--- config.mk ---
export PLATFORM = sky130hd
export DESIGN_NAME = delay_scoreboard_32
export DESIGN_NICKNAME = d
export VERILOG_FILES = /design/src/rtl/delay_scoreboard_32.sv
export SDC_FILE = /design/constraint.sdc
export NUM_CORES = 1
export LEC_CHECK = 0
export ABC_CLOCK_PERIOD_IN_PS = 2600
export CAP_MARGIN = 5
export CORE_MARGIN = 2
export CORE_UTILIZATION = 47
export CTS_CLUSTER_DIAMETER = 60
export DETAILED_ROUTE_END_ITERATION = 6
export PLACE_DENSITY = 0.8
export SYNTH_ARGS = -nofsm -noshare
export SYNTH_HDL_FRONTEND = slang
export SYNTH_SLANG_ARGS = --single-unit
export TNS_END_PERCENT = 100
--- constraint.sdc ---
create_clock -name clk -period 2.6 [get_ports clk]
set_input_delay 0.52 -clock clk [delete_from_list [all_inputs] [get_ports clk]]
set_output_delay 0.52 -clock clk [all_outputs]
set_load 0.02 [all_outputs]
--- src/rtl/delay_scoreboard_32.sv ---
// Issue-side interlock for multi-cycle result producers: tracks in-flight destinations
// in a shift chain of latency slots, stalls on RAW/WAW/writeback-port hazards, emits one writeback per cycle.
module delay_scoreboard_32 #(
    parameter int NREGS = 32,
    parameter int REGW  = 5,
    parameter int LATW  = 2
) (
    input  logic             clk,
    input  logic             resetn,
    input  logic             squashn,
    input  logic             issue_en,
    input  logic [REGW-1:0]  issue_dst,
    input  logic [LATW-1:0]  issue_lat,
    input  logic             src_a_en,
    input  logic [REGW-1:0]  src_a,
    input  logic             src_b_en,
    input  logic [REGW-1:0]  src_b,
    output logic             stalled,
    output logic             wb_en,
    output logic [REGW-1:0]  wb_dst,
    output logic [NREGS-1:0] busy_mask
);

    localparam int MAXLAT = (2 ** LATW) - 1;

    logic [MAXLAT:1]            slot_valid_r;
    logic [MAXLAT:1]            slot_valid_s;
    logic [MAXLAT:1][REGW-1:0]  slot_dst_r;
    logic [MAXLAT:1][REGW-1:0]  slot_dst_s;
    logic [NREGS-1:0]           busy_mask_r;
    logic [NREGS-1:0]           busy_mask_s;
    logic                       port_busy_s;
    logic                       stalled_s;
    logic                       acc_s;

    // r0 is never pending; slot[1] counts (no bypass of the writeback cycle)
    function automatic logic pending_f(
        input logic [REGW-1:0]           r,
        input logic [MAXLAT:1]           v,
        input logic [MAXLAT:1][REGW-1:0] d
    );
        logic hit;
        hit = 1'b0;
        for (int k = 1; k <= MAXLAT; k++) begin
            hit = hit | (v[k] & (d[k] == r));
        end
        return hit & (r != {REGW{1'b0}});
    endfunction

    // Hazard detection and issue acceptance
    always_comb begin
        port_busy_s = 1'b0;
        // slot[lat+1] shifts into slot[lat] on this edge, colliding with the new entry
        for (int k = 1; k < MAXLAT; k++) begin
            port_busy_s = port_busy_s | ((issue_lat == LATW'(k)) & slot_valid_r[k+1]);
        end
        stalled_s = issue_en & (
              (src_a_en & pending_f(src_a, slot_valid_r, slot_dst_r))
            | (src_b_en & pending_f(src_b, slot_valid_r, slot_dst_r))
            | ((|issue_dst) & pending_f(issue_dst, slot_valid_r, slot_dst_r))
            | ((|issue_dst) & (|issue_lat) & port_busy_s));
        acc_s = issue_en & ~stalled_s & squashn & (|issue_dst) & (|issue_lat);
    end

    // Next slot contents: shift toward slot[1], then insert the accepted issue
    always_comb begin
        slot_valid_s = {1'b0, slot_valid_r[MAXLAT:2]};
        slot_dst_s   = {{REGW{1'b0}}, slot_dst_r[MAXLAT:2]};
        for (int k = 1; k <= MAXLAT; k++) begin
            slot_valid_s[k] = slot_valid_s[k] | (acc_s & (issue_lat == LATW'(k)));
            slot_dst_s[k]   = (acc_s & (issue_lat == LATW'(k))) ? issue_dst : slot_dst_s[k];
        end
        busy_mask_s    = {NREGS{1'b0}};
        for (int r = 1; r < NREGS; r++) begin
            busy_mask_s[r] = pending_f(REGW'(r), slot_valid_s, slot_dst_s);
        end
    end

    // Slot chain and busy mask registers
    always_ff @(posedge clk) begin
        if (!resetn) begin
            slot_valid_r <= {MAXLAT{1'b0}};
            slot_dst_r   <= {(MAXLAT*REGW){1'b0}};
            busy_mask_r  <= {NREGS{1'b0}};
        end else begin
            slot_valid_r <= slot_valid_s;
            slot_dst_r   <= slot_dst_s;
            busy_mask_r  <= busy_mask_s;
        end
    end

    // Invalid slots always hold dst 0, so wb_dst is 0 whenever wb_en is low
    assign stalled   = stalled_s;
    assign wb_en     = slot_valid_r[1];
    assign wb_dst    = slot_dst_r[1];
    assign busy_mask = busy_mask_r;

endmodule

After elaboration in Yosys (flattened, before gate mapping)
Cells that the tools add are included.
- flip-flop bits (word level): 50
- input bits: 23
- output and inout bits: 39
- logic and storage cells: 314
- eq/ne operators: 105
- mux-type cells: 3
- bitwise gates (word level): 195
- reductions and logical operators: 5
- operators with widths (kind ; count):
    == test 5 bit, second input constant ; 48
    AND 1 bit ; 120
    == test 5 x 4 -> 1 bit, second input constant ; 24
    OR 1 bit ; 74
    == test 5 x 3 -> 1 bit, second input constant ; 12
    == test 5 bit ; 9
    == test 5 x 2 -> 1 bit, second input constant ; 6
    == test 5 x 1 -> 1 bit, second input constant ; 3
    2-to-1 mux 5 bit ; 3
    nonzero test 5 bit ; 3
    OR reduction 5 bit ; 1
    == test 2 bit, second input constant ; 2
    == test 2 x 1 -> 1 bit, second input constant ; 1
    OR reduction 2 bit ; 1
    inverter 1 bit ; 1

Logic depth before layout (Yosys ltp)
Gate-level depths: netlist (run 1).
- word-level depth: 21
- depth in mapped cells: 10
- mapped depth without buffers: 9

Least setup slack after synthesis (run 1)
Ideal clock, no wire load.
- path kind: input -> register
- start: input src_a[1]
- end: register busy_mask_r[10] (netlist: busy_mask[10])
- library setup time: 0.144 ns
- data arrival time: 2.527 ns
- data required time: 2.456 ns
- slack: -0.071 ns
- stages: 8
- path buffers: 1
- cells stage by stage: or4_1 > o21ai_1 > a31oi_1 > or3_4 > buf_2 > nor2_4 > mux2i_1 > o221ai_1
- longest elaborated chain between the ends: 21
- elaborated cells on any way between the ends: 36
- classes of those cells: eq/ne: 6; mux: 3; bitwise: 26; reduce/logical: 1
- ends and longest elaborated chain (element ; RTL line ; source):
    start: declaration ; 15 ; input logic [REGW-1:0] src_a,
    == test 5 bit ; 45 ; hit = hit | (v[k] & (d[k] == r));
    AND 1 bit ; 45 ;
    OR 1 bit (2 in series) ; 45 ;
    AND 1 bit * ; 47 ; return hit & (r != {REGW{1'b0}});
    AND 1 bit * ; 58 ; (src_a_en & pending_f(src_a, slot_valid_r, slot_dst_r))
    OR 1 bit * ; 59 ; | (src_b_en & pending_f(src_b, slot_valid_r, slot_dst_r))
    OR 1 bit * ; 60 ; | ((|issue_dst) & pending_f(issue_dst, slot_valid_r, slot_dst_r))
    OR 1 bit * ; 61 ; | ((|issue_dst) & (|issue_lat) & port_busy_s));
    AND 1 bit * ; 57 ; stalled_s = issue_en & (
    inverter 1 bit * ; 62 ; acc_s = issue_en & ~stalled_s & squashn & (|issue_dst) & (|issue_lat);
    AND 1 bit * (4 in series) ; 62 ;
    AND 1 bit ; 70, 71 ;
    2-to-1 mux 5 bit ; 71 ; slot_dst_s[k] = (acc_s & (issue_lat == LATW'(k))) ? issue_dst : slot_dst_s[k];
    == test 5 x 4 -> 1 bit ; 45 ;
    AND 1 bit ; 45 ;
    OR 1 bit ; 45 ;
    OR 1 bit * ; 45 ;
    end signal: assignment ; 84 ; busy_mask_r <= {NREGS{1'b0}};
    end signal: assignment ; 88 ; busy_mask_r <= busy_mask_s;
    end: declaration ; 30 ; logic [NREGS-1:0] busy_mask_r;
Mark *: on every way between the ends. The rest lies on a longest branch, timed or not.
A chain may end at the register's enable or synchronous reset.

Worst setup path in the final report (run 1)
- start: input issue_dst[1]
- end: output stalled
- longest elaborated chain between the ends: 9
- elaborated cells on any way between the ends: 17
- classes of those cells: eq/ne: 3; bitwise: 12; reduce/logical: 2
- ends and longest elaborated chain (element ; RTL line ; source):
    start: declaration ; 12 ; input logic [REGW-1:0] issue_dst,
    == test 5 bit ; 45 ;
    AND 1 bit ; 45 ;
    OR 1 bit (2 in series) ; 45 ;
    AND 1 bit ; 47 ;
    AND 1 bit ; 60 ;
    OR 1 bit ; 60 ;
    OR 1 bit * ; 61 ;
    AND 1 bit * ; 57 ;
    end: declaration ; 18 ; output logic stalled,
Marked as above.

==> results of run 1 <==
## where the power goes
part	internal [mW]	switching (mW)
Clock	0.191	0.250
Combinational	0.122	0.149
Sequential	0.756	0.00832
## cell type report
| type | instances | area [um2] | area share (%) |
|---|---|---|---|
| multi-input cells | 282 | 2020 | 46.4 |
| clock buffers | 7 | 76.3 | 1.75 |
| clock inverters | 1 | 7.51 | 0.172 |
| inverters | 5 | 18.8 | 0.431 |
| repair buffers | 136 | 1150 | 26.3 |
| well taps | 77 | 96.3 | 2.21 |
| flip-flops and latches | 49 | 988 | 22.7 |
## worst max-delay path: cells and delay by family
kind	cells	cell delay, ns
XOR/XNOR	1	0.17
AND/OR/NAND/NOR	3	0.73
AO/OA/AOI/OAI	2	0.43
buffers and inverters	2	0.32
## worst max path at each step
stage / depth (start not counted) / slack [ns] / from / to
floorplan: 8 / 0.02 / src_a[1] / busy_mask[24]
global placement: 9 / -0.76 / src_a[3] / stalled
detailed placement: 9 / -0.85 / src_b[3] / busy_mask[23]
CTS: 9 / 0.0008 / issue_dst[1] / stalled
global route: 12 / -0.1 / issue_dst[1] / busy_mask[6]
finish: 8 / -0.09 / issue_dst[1] / stalled
## cell usage after synthesis (all sizes together)
cell type / number
nor3b: 6
o21ai: 9
o31a: 3
and3b: 1
a21oi: 8
o221ai: 20
nand3b: 2
dfxtp: 49
nor4: 11
nor2: 20
and3: 4
a32oi: 4
buf: 23
or4: 2
inv: 4
or2: 5
or3: 2
nand2: 52
o2bb2ai: 3
nor3: 11
nor2b: 10
clkinv: 1
nand4b: 1
or3b: 3
o22ai: 1
a22o: 1
xnor2: 9
nand3: 17
nand2b: 2
mux2i: 7
o211ai: 3
clkbuf: 11
a32o: 1
conb: 1
a31oi: 6
o311ai: 1
nand4: 7
xor2: 36
and2: 9
o31ai: 4
## timing repair
item                                    CTS  global route
pin swaps                                16            19
resized for setup                        76            31
buffers inserted                          7             4
endpoints found under the setup margin   49            40
hold buffers                              0             0
## stage by stage
| step | setup WS (ns) | power, mW | setup TNS, ns | cell area [um2] |
|---|---|---|---|---|
| 2_1_floorplan | 0.0211 | 0.901 | 0 | 3030 |
| 3_3_place_gp | -0.763 | 1.03 | -28.56 | 4040 |
| 3_5_place_dp | -0.846 | 1.03 | -33.87 | 4040 |
| 4_1_cts | 0.000850 | 1.47 | 0 | 4260 |
| 5_1_grt | -0.0978 | 1.53 | -1.68 | 4360 |
| 6_report | -0.0879 | 1.48 | -0.209 | 4360 |
## per-layer routing
metal / vias to the layer above / GRT usage [%]
met3: 53 / 6.49
met2: 262 / 47.2
met4: 0 / 9.53
li1: 1536 / -
met5: - / 0
met1: 1589 / 40.7
## flip-flops by register name (all words and copies together), names as in the netlist
name          cells
busy_mask        31
slot_valid_r      3
wb_dst            5
slot_dst_r       10
## kinds of logic after synthesis
| kind of cell | count (synthesis) | synth area share, % |
|---|---|---|
| and+or+nand+nor | 165 | 28.9 |
| AOI/OAI and AO/OA | 64 | 16.3 |
| DFF | 49 | 32.5 |
| xor gates and xnor gates | 45 | 13.1 |
| buffers and inverters | 39 | 6.47 |
| muxes | 7 | 2.74 |
| other | 1 | 0.124 |
==> results.json, run 1 <==
{
  "status": "finished with violations",
  "violations": "setup timing",
  "synth_top_area_share_pct": 32.5,
  "top_layer": "met4",
  "stdcell_count": 557,
  "yosys_warnings": 0,
  "power-per-cell-area_mw_per_mm2": 339,
  "grt_pass1_vias": 3337,
  "drtPass1Iterations": 5,
  "die_area_mm2": 0.00708,
  "netlist_area_mm2": 0.00302,
  "fmax_mhz": 372,
  "syn-num-nets": 393,
  "drc": 0,
  "start_util_pct": 48.1,
  "cts_inserted_buffers": 5,
  "setup_viol": 5,
  "hold_end": "wb_dst[3]",
  "clk_latency_ns": 0.30,
  "synth_top_area_cell": "dfxtp_1",
  "dp_cells": 538,
  "fin_skew_ns": 0.00474,
  "final_common_cell": "buf_4",
  "mostFrequentLayoutCells": "70 x buf_4, 51 x nand2_1, 43 x dfxtp_1",
  "synth_cell_types": 52,
  "nets": 502,
  "ir_drop_mv": 0.259,
  "synth.top_cells.by_area": "dfxtp_1 33%, xor2_1 10%, nand2_1 6.5%",
  "coreArea_mm2": 0.00628,
  "crit_chain": "clkdlybuf4s15_2 -> xor2_1 -> nor4_1 -> a31oi_2 -> a31oi_2 -> or3_4 -> and2_4 -> buf_6",
  "drv_cap": 0,
  "p_leak_nw": 1.74,
  "antenna_found_initial": 0,
  "syn_area_per_cell_um2": 8.16,
  "ctsLongestPathBuffers": 2,
  "final_util_pct": 69.4,
  "critical_path.most_common_cell": "a31oi_2",
  "path_class": "primary input to primary output",
  "portBuffers": 60,
  "diodes": 0,
  "holdPathStages": 3,
  "final-hold-violation-count": 0,
  "synthToLayoutAreaGrowth_pct": 44.4,
  "wl_per_cell_um": 19.4,
  "hold_path_class": "primary input to flip-flop",
  "layout-drive-gt1-share_pct": 30.6,
  "period_needed_ns": 2.69,
  "cts_root_buf": "clkbuf_8",
  "synth_seq_cells": 49,
  "avgViaCountPerCell": 6.18,
  "io_pins": 62,
  "holdWs_ns": 0.564,
  "die_h_um": 84.1,
  "r2r_cells": 11,
  "min_period_over_period_pct": 103,
  "endpoint_kind": "primary output",
  "arrival_ns": 2.17,
  "yosysSeqAreaShare_pct": 32.5,
  "hpwl_um": 7700,
  "synth_cells": 370,
  "tightest_slew_ns": 0.544,
  "wl_met1_um": 4190,
  "postRouteAntennaNets": 0,
  "die_w_um": 84.1,
  "row_count": 29,
  "cp_max_fo": 3,
  "required_ns": 2.08,
  "min_from": "issue_dst[3]",
  "cts_tree": "done",
  "r2r_slack_ns": 0.03,
  "globalplace.congestion": 1.03,
  "relSlewSlack_pct": 63.7,
  "routed_wl_um": 10800,
  "cpPeakStageDelay_ns": 0.44,
  "critPathLaunchType": "primary input",
  "dr_wl_met2_um": 4910,
  "clock-sinks": 49,
  "maxSlewViolCount": 0,
  "rr_startpoint": "slot_dst_r[13]",
  "reg2reg_to": "busy_mask[6]",
  "fillers": 493,
  "overflow": 0,
  "crit_path_top_delay_cell": "nor4_1",
  "wl_met3_um": 1300,
  "grt_max_degree": 20,
  "worst_slack_ns": -0.0879,
  "clkTransAtPathRegs_ns": 0.09,
  "track_usage_pct": 29.8,
  "drt_iter0_drc": 386,
  "rsz0062_at_grt": "true",
  "grt_pass1_wl_um": 17000,
  "ctsHtreeMaxLevel": 2,
  "dr_total_vias": 3440
}
Note: power is estimated with default switching activity, not from simulation.
==> inputs of run 2 (changes only) <==
Settings changed: SLEW_MARGIN from default to 20.
==> results of run 2 <==
Same layout as run 1: the final DEF is identical, and so are final timing and power.
